File: config.mk
export PLATFORM = sky130hd
export DESIGN_NAME = writeback_arbiter
export DESIGN_NICKNAME = d
export VERILOG_FILES = /design/src/rtl/writeback_arbiter.sv
export SDC_FILE = /design/constraint.sdc
export NUM_CORES = 1
export LEC_CHECK = 0
export ABC_AREA = 1
export CAP_MARGIN = 15
export CORE_UTILIZATION = 55
export CTS_CLUSTER_SIZE = 14
export DETAILED_ROUTE_END_ITERATION = 16
export MAX_ROUTING_LAYER = met4
export PLACE_DENSITY_LB_ADDON = 0.12
export SYNTH_ARGS = -nofsm -noshare
export SYNTH_HDL_FRONTEND = slang
export SYNTH_SLANG_ARGS = --single-unit
File: constraint.sdc
create_clock -name CLK -period 3.4 [get_ports CLK]
set_input_delay 0.68 -clock CLK [delete_from_list [all_inputs] [get_ports CLK]]
set_output_delay 0.68 -clock CLK [all_outputs]
set_load 0.02 [all_outputs]
File: src/rtl/writeback_arbiter.sv
// Arbitrates the single register-file write port between the pipeline and a buffered mul/div path.
// Latency: winner chosen in cycle N is on the write port in cycle N+1; mul/div accept-to-write >= 2 edges.
// Backpressure: MD_READY drops when the result buffer is full; PIPE_STALL holds the pipeline when the buffer head starves.
module writeback_arbiter #(
   parameter int DATA_WIDTH   = 32,
   parameter int FIFO_DEPTH   = 2,
   parameter int STARVE_LIMIT = 4
) (
   input  logic                          CLK,
   input  logic                          RESET,
   input  logic                          PIPE_VALID,
   input  logic [4:0]                    PIPE_ADDR,
   input  logic [DATA_WIDTH-1:0]         PIPE_DATA,
   output logic                          PIPE_STALL,
   input  logic                          MD_VALID,
   input  logic [4:0]                    MD_ADDR,
   input  logic [DATA_WIDTH-1:0]         MD_DATA,
   output logic                          MD_READY,
   input  logic [4:0]                    QUERY_ADRS1,
   input  logic [4:0]                    QUERY_ADRS2,
   output logic                          HAZARD,
   output logic [4:0]                    WB_ADDRESS,
   output logic                          WRITE_ENABLE,
   output logic [DATA_WIDTH-1:0]         WRITE_DATA,
   output logic [$clog2(FIFO_DEPTH):0]   PENDING_COUNT
);

   localparam int PW = $clog2(FIFO_DEPTH);
   localparam int CW = PW + 1;
   localparam int SW = $clog2(STARVE_LIMIT + 1);

   // Result buffer storage and bookkeeping
   logic [4:0]            fifo_addr_q [FIFO_DEPTH];
   logic [DATA_WIDTH-1:0] fifo_data_q [FIFO_DEPTH];
   logic [PW-1:0]         rd_ptr_q, rd_ptr_d;
   logic [PW-1:0]         wr_ptr_q, wr_ptr_d;
   logic [CW-1:0]         count_q, count_d;
   logic [SW-1:0]         starve_q, starve_d;

   // Registered write port
   logic [4:0]            wb_addr_q, wb_addr_d;
   logic                  wb_we_q, wb_we_d;
   logic [DATA_WIDTH-1:0] wb_data_q, wb_data_d;

   logic fifo_empty, fifo_full, starved, pipe_elig, pop, push;
   logic hit1, hit2;

   // Arbitration, buffer control and next-state selection
   always_comb begin
      fifo_empty = (count_q == '0);
      fifo_full  = (count_q == CW'(FIFO_DEPTH));
      starved    = (starve_q == SW'(STARVE_LIMIT)) && !fifo_empty;
      pipe_elig  = PIPE_VALID && (PIPE_ADDR != 5'd0);
      // A stalled pipeline forces the head out; otherwise the head only uses idle slots.
      pop        = !fifo_empty && (starved || !pipe_elig);
      // Writes to x0 are accepted but dropped so they never occupy a slot.
      push       = MD_VALID && !fifo_full && (MD_ADDR != 5'd0);

      rd_ptr_d = pop  ? rd_ptr_q + 1'b1 : rd_ptr_q;
      wr_ptr_d = push ? wr_ptr_q + 1'b1 : wr_ptr_q;

      count_d = count_q;
      if (push && !pop) begin
         count_d = count_q + 1'b1;
      end else if (pop && !push) begin
         count_d = count_q - 1'b1;
      end

      starve_d = starve_q;
      if (pop || fifo_empty) begin
         starve_d = '0;
      end else if (starve_q != SW'(STARVE_LIMIT)) begin
         starve_d = starve_q + 1'b1;
      end

      wb_we_d   = 1'b0;
      wb_addr_d = wb_addr_q;
      wb_data_d = wb_data_q;
      if (pop) begin
         wb_we_d   = 1'b1;
         wb_addr_d = fifo_addr_q[rd_ptr_q];
         wb_data_d = fifo_data_q[rd_ptr_q];
      end else if (pipe_elig) begin
         wb_we_d   = 1'b1;
         wb_addr_d = PIPE_ADDR;
         wb_data_d = PIPE_DATA;
      end
   end

   // Hazard lookup across occupied buffer slots and the write currently landing
   always_comb begin
      logic [PW-1:0] idx;
      hit1 = wb_we_q && (wb_addr_q == QUERY_ADRS1);
      hit2 = wb_we_q && (wb_addr_q == QUERY_ADRS2);
      for (int k = 0; k < FIFO_DEPTH; k++) begin
         idx = rd_ptr_q + PW'(k);
         if (CW'(k) < count_q) begin
            if (fifo_addr_q[idx] == QUERY_ADRS1) hit1 = 1'b1;
            if (fifo_addr_q[idx] == QUERY_ADRS2) hit2 = 1'b1;
         end
      end
   end

   // Handshake outputs are held low while reset is asserted
   always_comb begin
      MD_READY   = RESET && !fifo_full;
      PIPE_STALL = RESET && starved;
      HAZARD     = RESET && ((hit1 && (QUERY_ADRS1 != 5'd0)) ||
                             (hit2 && (QUERY_ADRS2 != 5'd0)));
   end

   // State update; reset discards every buffered result
   always_ff @(posedge CLK or negedge RESET) begin
      if (!RESET) begin
         for (int i = 0; i < FIFO_DEPTH; i++) begin
            fifo_addr_q[i] <= '0;
            fifo_data_q[i] <= '0;
         end
         rd_ptr_q  <= '0;
         wr_ptr_q  <= '0;
         count_q   <= '0;
         starve_q  <= '0;
         wb_addr_q <= '0;
         wb_we_q   <= 1'b0;
         wb_data_q <= '0;
      end else begin
         if (push) begin
            fifo_addr_q[wr_ptr_q] <= MD_ADDR;
            fifo_data_q[wr_ptr_q] <= MD_DATA;
         end
         rd_ptr_q  <= rd_ptr_d;
         wr_ptr_q  <= wr_ptr_d;
         count_q   <= count_d;
         starve_q  <= starve_d;
         wb_addr_q <= wb_addr_d;
         wb_we_q   <= wb_we_d;
         wb_data_q <= wb_data_d;
      end
   end

   assign WB_ADDRESS    = wb_addr_q;
   assign WRITE_ENABLE  = wb_we_q;
   assign WRITE_DATA    = wb_data_q;
   assign PENDING_COUNT = count_q;

endmodule

Word level (Yosys, flattened, before mapping) --
Index checks and enable logic that the tools add are counted.
Word-level totals: output and inout port bits 43, input bits 88, bits in registers 119, word-level logic and storage cells 98
Operators by class: equality and inequality tests 9, reductions and logical operators 31, order comparisons 6, add/sub/neg operators 5, multiplexer cells 33, bitwise logic cells 3
Operators with widths (number):
- $mux W32 | 6
- $bwmux W64 | 1
- $mux W5 | 9
- $demux W32 S1 | 1
- $eq A5 B5 Y1 | 6
- $reduce_bool A5 Y1 | 4
- $logic_and A1 B1 Y1 | 15
- $bwmux W10 | 1
- $mux W1 | 10
- $ge A2 B2 Y1 const B | 3
- $mux W3 | 2
- $not A1 Y2 | 3
- $reduce_bool A2 Y1 | 3
- $demux W5 S1 | 1
- $logic_not A1 Y1 | 5
- $lt A1 B2 Y1 const A | 2
- $mux W2 | 2
- $add A3 B1 Y3 const B | 1
- $eq A3 B3 Y1 const B | 1
- $logic_or A1 B1 Y1 | 3
- $ne A3 B3 Y1 const B | 1
- $add A1 B1 Y1 const B | 2
- $add A2 B1 Y2 const B | 1
- $eq A2 B2 Y1 const B | 1
- other kinds (3) | 3

Longest topological paths before layout --
Gate-level depths: netlist (run 1).
word-level depth 12, mapped depth 11, depth with buffers taken out 10

Worst setup path before layout (run 1) --
No wires, ideal clock.
path kind flip-flop to output port, from register count_q[0] (netlist: PENDING_COUNT[0]), to output port HAZARD, stages on the path, launching flop included 10, path slack 1.230 ns, required time 2.720 ns, arrival 1.490 ns, cell sequence dfrtp_1 -> inv_1 -> ha_1 -> inv_2 -> nand2_1 -> nor2_1 -> nand3_1 -> nand3_1 -> nand2_1 -> a21oi_2
Between the ends: cells in the longest elaborated chain, start to end 7, elaborated cells on any way between the ends 12
Ends and longest elaborated chain:
- start: declaration | RTL line 37 | logic [CW-1:0] count_q, count_d;
- start signal: assignment | RTL line 133 | count_q <= count_d;
- $lt A1 B2 Y1 | RTL line 97 | if (CW'(k) < count_q) begin
- $mux W1 | RTL line 97
- $mux W1 (on tied branches) | RTL line 98, 99
- $mux W1 | RTL line 97
- $logic_and A1 B1 Y1 (on tied branches) | RTL line 108, 109
- $logic_or A1 B1 Y1 * | RTL line 108 | HAZARD = RESET && ((hit1 && (QUERY_ADRS1 != 5'd0)) ||
- $logic_and A1 B1 Y1 * | RTL line 108
- end: declaration | RTL line 21 | output logic HAZARD,
Every way passes the cells marked *; elsewhere a longest branch is shown, timed or not.

Worst setup path in the final report (run 1) --
from register count_q[0] (netlist: PENDING_COUNT[0]), to output port PIPE_STALL
Between the ends: cells in the longest elaborated chain, start to end 4
Ends and longest elaborated chain:
- $logic_not A2 Y1 | RTL line 50 | fifo_empty = (count_q == '0);
- $logic_not A1 Y1 | RTL line 52 | starved = (starve_q == SW'(STARVE_LIMIT)) && !fifo_empty;
- $logic_and A1 B1 Y1 | RTL line 52
- $logic_and A1 B1 Y1 | RTL line 107 | PIPE_STALL = RESET && starved;
- end: declaration | RTL line 14 | output logic PIPE_STALL,
No other way between the ends.

==> flow_metrics.env, run 1 <==
export IMPL_r2r_slack_ps=1150
export IMPL_hold_viol_final=0
export IMPL_critPathKind="flip-flop to primary output"
export IMPL_yosysUniqueCellTypes=33
export IMPL_tritoncts="done"
export IMPL_synth_area_leader_cell="dfrtp_1"
export IMPL_clock_skew_ps=5.22
export IMPL_seq_power_share_pct=34.4
export IMPL_chipHeight_um=106
export IMPL_clkLatencyLatePin_ps=520
export IMPL_synth_nets=851
export IMPL_peakVddDrop_uv=539
export IMPL_stdcell_area_um2=7860
export IMPL_netlist_area_um2=5990
export IMPL_cts_sinks=119
export IMPL_status="finished, final reports clean"
export IMPL_fin_crit_ps=3150
export IMPL_final_cell_mix="255 x nand2_1, 128 x clkdlybuf4s50_1, 118 x dfrtp_1, 74 x o21ai_0, 63 x inv_1"
export IMPL_final_nets=974
export IMPL_cp_required_ps=2720
export IMPL_swShare_pct=40.2
export IMPL_tns_ps=0
export IMPL_wl_um=17100
export IMPL_grt_pass1_vias=5902
export IMPL_track_usage_pct=34.0
export IMPL_p_per_area_nw_per_um2=954
export IMPL_seq_area_frac_synth_pct=49.7
export IMPL_internal_power_uw=4480
export IMPL_min_path_type="input pin to asynchronous set/reset pin"
export IMPL_setup_violations=0
export IMPL_io_pins=131
export IMPL_slew_headroom_pct=45.5
export IMPL_cts_root_buf="clkbuf_8"
export IMPL_drc=0
export IMPL_viasPerCell=5.50
export IMPL_cp_start_kind="flip-flop"
export IMPL_slew_viol_final=0
export IMPL_layout_drive_gt1_share_pct=6.84
export IMPL_num_vias=5649
export IMPL_antenna_found_initial=0
export IMPL_instances_no_fill=1028
export IMPL_wl_per_cell_um=16.6
export IMPL_ant_nets=0
export IMPL_rsz0062_at_grt="false"
export IMPL_synth_avg_cell_area_um2=7.92
export IMPL_grt_first_pass_wirelength_um=28600
export IMPL_grt_max_degree=76
export IMPL_synth_top_area_share_pct=49.7
export IMPL_reg2reg_depth=9
export IMPL_clockBufferDepth=2
export IMPL_dp_cells=993
export IMPL_worstMarginPinSlew_ps=817
export IMPL_max_freq_ghz=0.318
export IMPL_die_x_um=106
export IMPL_synth_warnings=0
export IMPL_hpwl_um=11400
export IMPL_cp_max_fo=7
export IMPL_fillers=772
export IMPL_overflow=0
export IMPL_placement_io_buffers=130
export IMPL_postSynthCellCount=757
export IMPL_start_util_pct=57.3
export IMPL_finalCritPeriodShare_pct=92.5
export IMPL_clk_pin_slew_ps=60
export IMPL_ys_ff_latch=119
export IMPL_firstDrtPassIters=5
export IMPL_cp_arrival_ps=2470
export IMPL_comb_power_share_pct=42.1
export IMPL_maxCapViolations=0
export IMPL_cts_hold_buf=0
export IMPL_syn_to_final_growth_pct=31.1
export IMPL_diodes=0
export IMPL_htreeDepth=4
export IMPL_numCtsBuffers=17
export IMPL_end_kind="primary output"
export IMPL_placed_area_um2=7240
export IMPL_dieArea_um2=11300
export IMPL_p_leak_uw=0.00384
export IMPL_power_share_clock_pct=23.5
export IMPL_final_common_cell="nand2_1"
export IMPL_rows=37
export IMPL_first_iter_violations=421
export IMPL_p_sw_uw=3020
export IMPL_place_congestion=1.02
export IMPL_yosys_top_cells_area="dfrtp_1 50%, nand2_1 16%, o21ai_0 6.2%"
export IMPL_core_area_um2=10500
critical path, cell delays in order (launching register included):
cell             delay, ps
dfrtp_1                440
inv_1                   90
ha_1                   240
inv_2                  170
nand3_1                200
nor2_1                 170
clkdlybuf4s50_1        620
cell usage after synthesis, drive strengths merged:
library cell    n
nand2         263
dfrtp         119
o21ai          96
inv            69
nand3          59
nor2           43
buf            32
a21oi          17
o211ai         16
or2            16
ha              6
clkbuf          4
nor3            4
o22ai           4
a31oi           3
xor2            3
xnor2           2
o221ai          1
per-layer routing:
layer	vias to the layer above	track usage [%]	wire length [µm]
met5	-	-	0
met4	0	15.4	493
met3	47	6.56	891
met2	220	58.1	8790
met1	2704	38.7	6920
li1	2678	-	-
power groups by stage:
| stage | Clock [µW] | Combinational, µW | Sequential (µW) |
|---|---|---|---|
| 5_1_grt | 1820 | 3510 | 2650 |
| 3_3_place_gp | 0 | 2970 | 2560 |
| 4_1_cts | 1770 | 3160 | 2560 |
| 3_5_place_dp | 0 | 3040 | 2590 |
| 2_1_floorplan | 0 | 1840 | 2720 |
| 6_report | 1760 | 3160 | 2580 |
timing repair:
| action | in CTS | in global routing |
|---|---|---|
| setup buffers | 4 | 0 |
| resized for setup | 1 | 1 |
| setup endpoints to repair | 1 | 1 |
| cloned | 0 | 0 |
worst paths after layout:
check                            startpoint        endpoint
min in group CLK                starve_q[0]     starve_q[0]
hold reg to reg                 starve_q[0]     starve_q[0]
hold / removal                        RESET   WRITE_DATA[2]
setup reg to reg           PENDING_COUNT[0]  WRITE_DATA[10]
max in group asynchronous             RESET        rd_ptr_q
setup / recovery           PENDING_COUNT[0]      PIPE_STALL
flip-flops by register name, indices dropped and copies added (netlist names):
name / count
wr_ptr_q: 1
fifo_data_q: 64
PENDING_COUNT: 2
WRITE_DATA: 32
rd_ptr_q: 1
WRITE_ENABLE: 1
WB_ADDRESS: 5
starve_q: 3
fifo_addr_q: 10
stage by stage:
step	hold slack (ps)	setup slack, ps	power [µW]	utilization (%)
after floorplan	384	1230	4560	-
after global placement	441	124	5540	69.2
after detailed placement	470	95.7	5630	69.2
after CTS	361	9.77	7490	75.1
after global routing	398	115	7990	75.1
final	334	254	7500	75.1
logic make-up (layout without fill, tap and decap cells):
kind of cell,after synthesis,count (layout),share of synthesized area (%)
XOR/XNOR,5,5,0.731
flip-flops,119,119,49.7
AND/OR/NAND/NOR,385,385,26.7
adder cells (fa/ha/maj),6,6,1.25
AO/OA/AOI/OAI,137,137,12.4
buffers and inverters,105,240,9.25
cell type report:
type                            instances  area, µm²  share of cell area (%)
Inverter                               69        272                    3.46
Multi-Input combinational cell        533       2460                    31.3
Tap cell                              136        170                    2.17
Clock buffer                           24        490                    6.24
Timing Repair Buffer                  140       1390                    17.7
Sequential cell                       119       2980                    37.9
Clock inverter                          7       92.6                    1.18
No activity file was read; power rests on OpenSTA's default activity.
==> inputs of run 2 (changes only) <==
PLACE_DENSITY = 0.86   (was default)
PLACE_DENSITY_LB_ADDON = default   (was 0.12)
==> run 2 against run 1 <==
Effect of this change: cell area rose by 0.92%; clock skew rose by 4.0 ps; flip-flop and latch count unchanged; critical endpoint is now HAZARD; total power grew 5.6%; hold slack lost 78 ps; critical path depth grew 5; cell count grew 0.19%; global-route usage grew 2.9 points; non-clock buffer count is 1 higher; worst setup slack worse by 84 ps.
==> flow_metrics.env, run 2 (synthesis gave the netlist of run 1 again) <==
export IMPL_status="finished, final reports clean"
export IMPL_seq_power_share_pct=32.9
export IMPL_chipHeight_um=106
export IMPL_cp_cell_sequence="buf_2 > nand2_1 > nand2_1 > nand2_1 > nand2_1 > nor2_1 > nand3_1 > nand3_1 > nand2_1 > a21oi_2 > dlygate4sd2_1"
export IMPL_wl_um=19100
export IMPL_viasPerCell=5.73
export IMPL_final_common_cell="nand2_1"
export IMPL_diodes=0
export IMPL_cts_root_buf="clkbuf_8"
export IMPL_max_flop_register="fifo_data_q"
export IMPL_ant_nets=0
export IMPL_slew_viol_final=0
export IMPL_syn_to_final_growth_pct=32.3
export IMPL_comb_power_share_pct=41.5
export IMPL_instances_no_fill=1030
export IMPL_grt_pass1_vias=6001
export IMPL_clockBufferDepth=2
export IMPL_layout_drive_gt1_share_pct=7.16
export IMPL_crit_path_max_incr_delay_ps=550
export IMPL_rsz0062_at_grt="false"
export IMPL_final_nets=975
export IMPL_finalWorstSetupSlack_ps=170
export IMPL_rows=37
export IMPL_fin_crit_ps=3230
export IMPL_maxCapViolations=0
export IMPL_dp_slack_ps=99.7
export IMPL_crit_top_cell="nand2_1"
export IMPL_antenna_found_initial=0
export IMPL_num_vias=5900
export IMPL_whs_ps=256
export IMPL_slew_headroom_pct=41.4
export IMPL_power_share_clock_pct=25.6
export IMPL_clk_pin_slew_ps=60
export IMPL_final_cell_mix="255 x nand2_1, 128 x clkdlybuf4s50_1, 118 x dfrtp_1, 74 x o21ai_0, 63 x inv_1"
export IMPL_fillers=687
export IMPL_firstDrtPassIters=5
export IMPL_swShare_pct=40.4
export IMPL_grt_first_pass_wirelength_um=30600
export IMPL_cp_slowest_cell="dfrtp_4"
export IMPL_die_x_um=106
export IMPL_tns_ps=0
export IMPL_wl_per_cell_um=18.5
export IMPL_max_freq_ghz=0.310
export IMPL_drc=0
export IMPL_cp_start_kind="flip-flop"
export IMPL_clock_skew_ps=9.27
export IMPL_cts_sinks=119
export IMPL_largest_reg_flops=64
export IMPL_htreeDepth=4
export IMPL_setup_violations=0
export IMPL_dieArea_um2=11300
export IMPL_hold_viol_final=0
export IMPL_finalPower_uw=7920
export IMPL_cts_hold_buf=0
export IMPL_p_per_area_nw_per_um2=998
export IMPL_internal_power_uw=4720
export IMPL_dp_cells=994
export IMPL_cp_arrival_ps=2550
export IMPL_cp_max_fo=7
export IMPL_finalCritPeriodShare_pct=95.0
export IMPL_end_kind="primary output"
export IMPL_cp_required_ps=2720
export IMPL_hpwl_um=11700
export IMPL_p_sw_uw=3200
export IMPL_critPathKind="flip-flop to primary output"
export IMPL_overflow=0
export IMPL_first_iter_violations=509
export IMPL_placement_io_buffers=130
export IMPL_track_usage_pct=36.9
export IMPL_io_pins=131
export IMPL_min_path_type="input pin to asynchronous set/reset pin"
export IMPL_numCtsBuffers=17
export IMPL_clkLatencyLatePin_ps=530
export IMPL_core_area_um2=10500
export IMPL_peakVddDrop_uv=660
export IMPL_place_congestion=0.964
export IMPL_worstMarginPinSlew_ps=879
export IMPL_start_util_pct=57.3
export IMPL_tritoncts="done"
export IMPL_p_leak_uw=0.00386
export IMPL_grt_max_degree=76
## run 2: cell types whose count changed in the layout (fill, tap and decap cells not counted), sizes merged
cell	before	now
buf	11	12
bufinv	2	6
clkbuf	24	20
dlygate4sd2	0	1
dlymetal6s2s	1	0
inv	69	70
## run 2: critical path: cells and delay by family (launching register included)
family / cells / cell delay (ps)
DFF: 1 / 550
and+or+nand+nor: 8 / 780
buffers and inverters: 2 / 550
AOI/OAI and AO/OA: 1 / 120
## run 2: power by group through the flow
| stage | combinational (µW) | sequential [µW] | clock (µW) |
|---|---|---|---|
| final | 3290 | 2600 | 2030 |
| after global routing | 3600 | 2670 | 2090 |
| after CTS | 3260 | 2590 | 2030 |
| after detailed placement | 3090 | 2580 | 0 |
| after global placement | 3030 | 2540 | 0 |
| after floorplan | 1840 | 2720 | 0 |
## run 2: layer usage
metal  global-route usage [%]  part of all wire (%)  up-vias
li1                         -                     -     2677
met1                     43.7                    39     2803
met2                     60.3                    50      343
met3                     7.91                   7.1       77
met4                     17.5                   3.9        0
met5                        -                     0        -
## run 2: timing repair
action / in CTS / in global routing
buffers inserted: 4 / 0
gates resized for setup: 2 / 0
setup endpoints to repair: 1 / 0
## run 2: path summary, 6_finish.rpt
path,slack (ps),to,cells past startpoint,startpoint
setup / recovery,170,HAZARD,11,rd_ptr_q
hold / removal,260,PENDING_COUNT[0],2,RESET
setup reg to reg,1100,WRITE_DATA[5],9,PENDING_COUNT[0]
hold reg to reg,470,starve_q[0],1,starve_q[0]
max in group asynchronous,1730,rd_ptr_q,3,RESET
min in group CLK,470,starve_q[0],1,starve_q[0]
## run 2: final cells by class
cell class,count,area (µm²),share of cell area (%)
Multi-Input combinational cell,533,2460,31.1
Clock buffer,20,445,5.62
Tap cell,136,170,2.15
Inverter,69,272,3.42
Clock inverter,12,221,2.79
Timing Repair Buffer,141,1380,17.4
Sequential cell,119,2980,37.6
## run 2: metrics by stage
stage	utilization, %	instance area (µm²)
5_1_grt	75.8	7930
3_3_place_gp	69.1	7230
4_1_cts	75.8	7930
3_5_place_dp	69.1	7230
2_1_floorplan	-	5990
6_report	75.8	7930
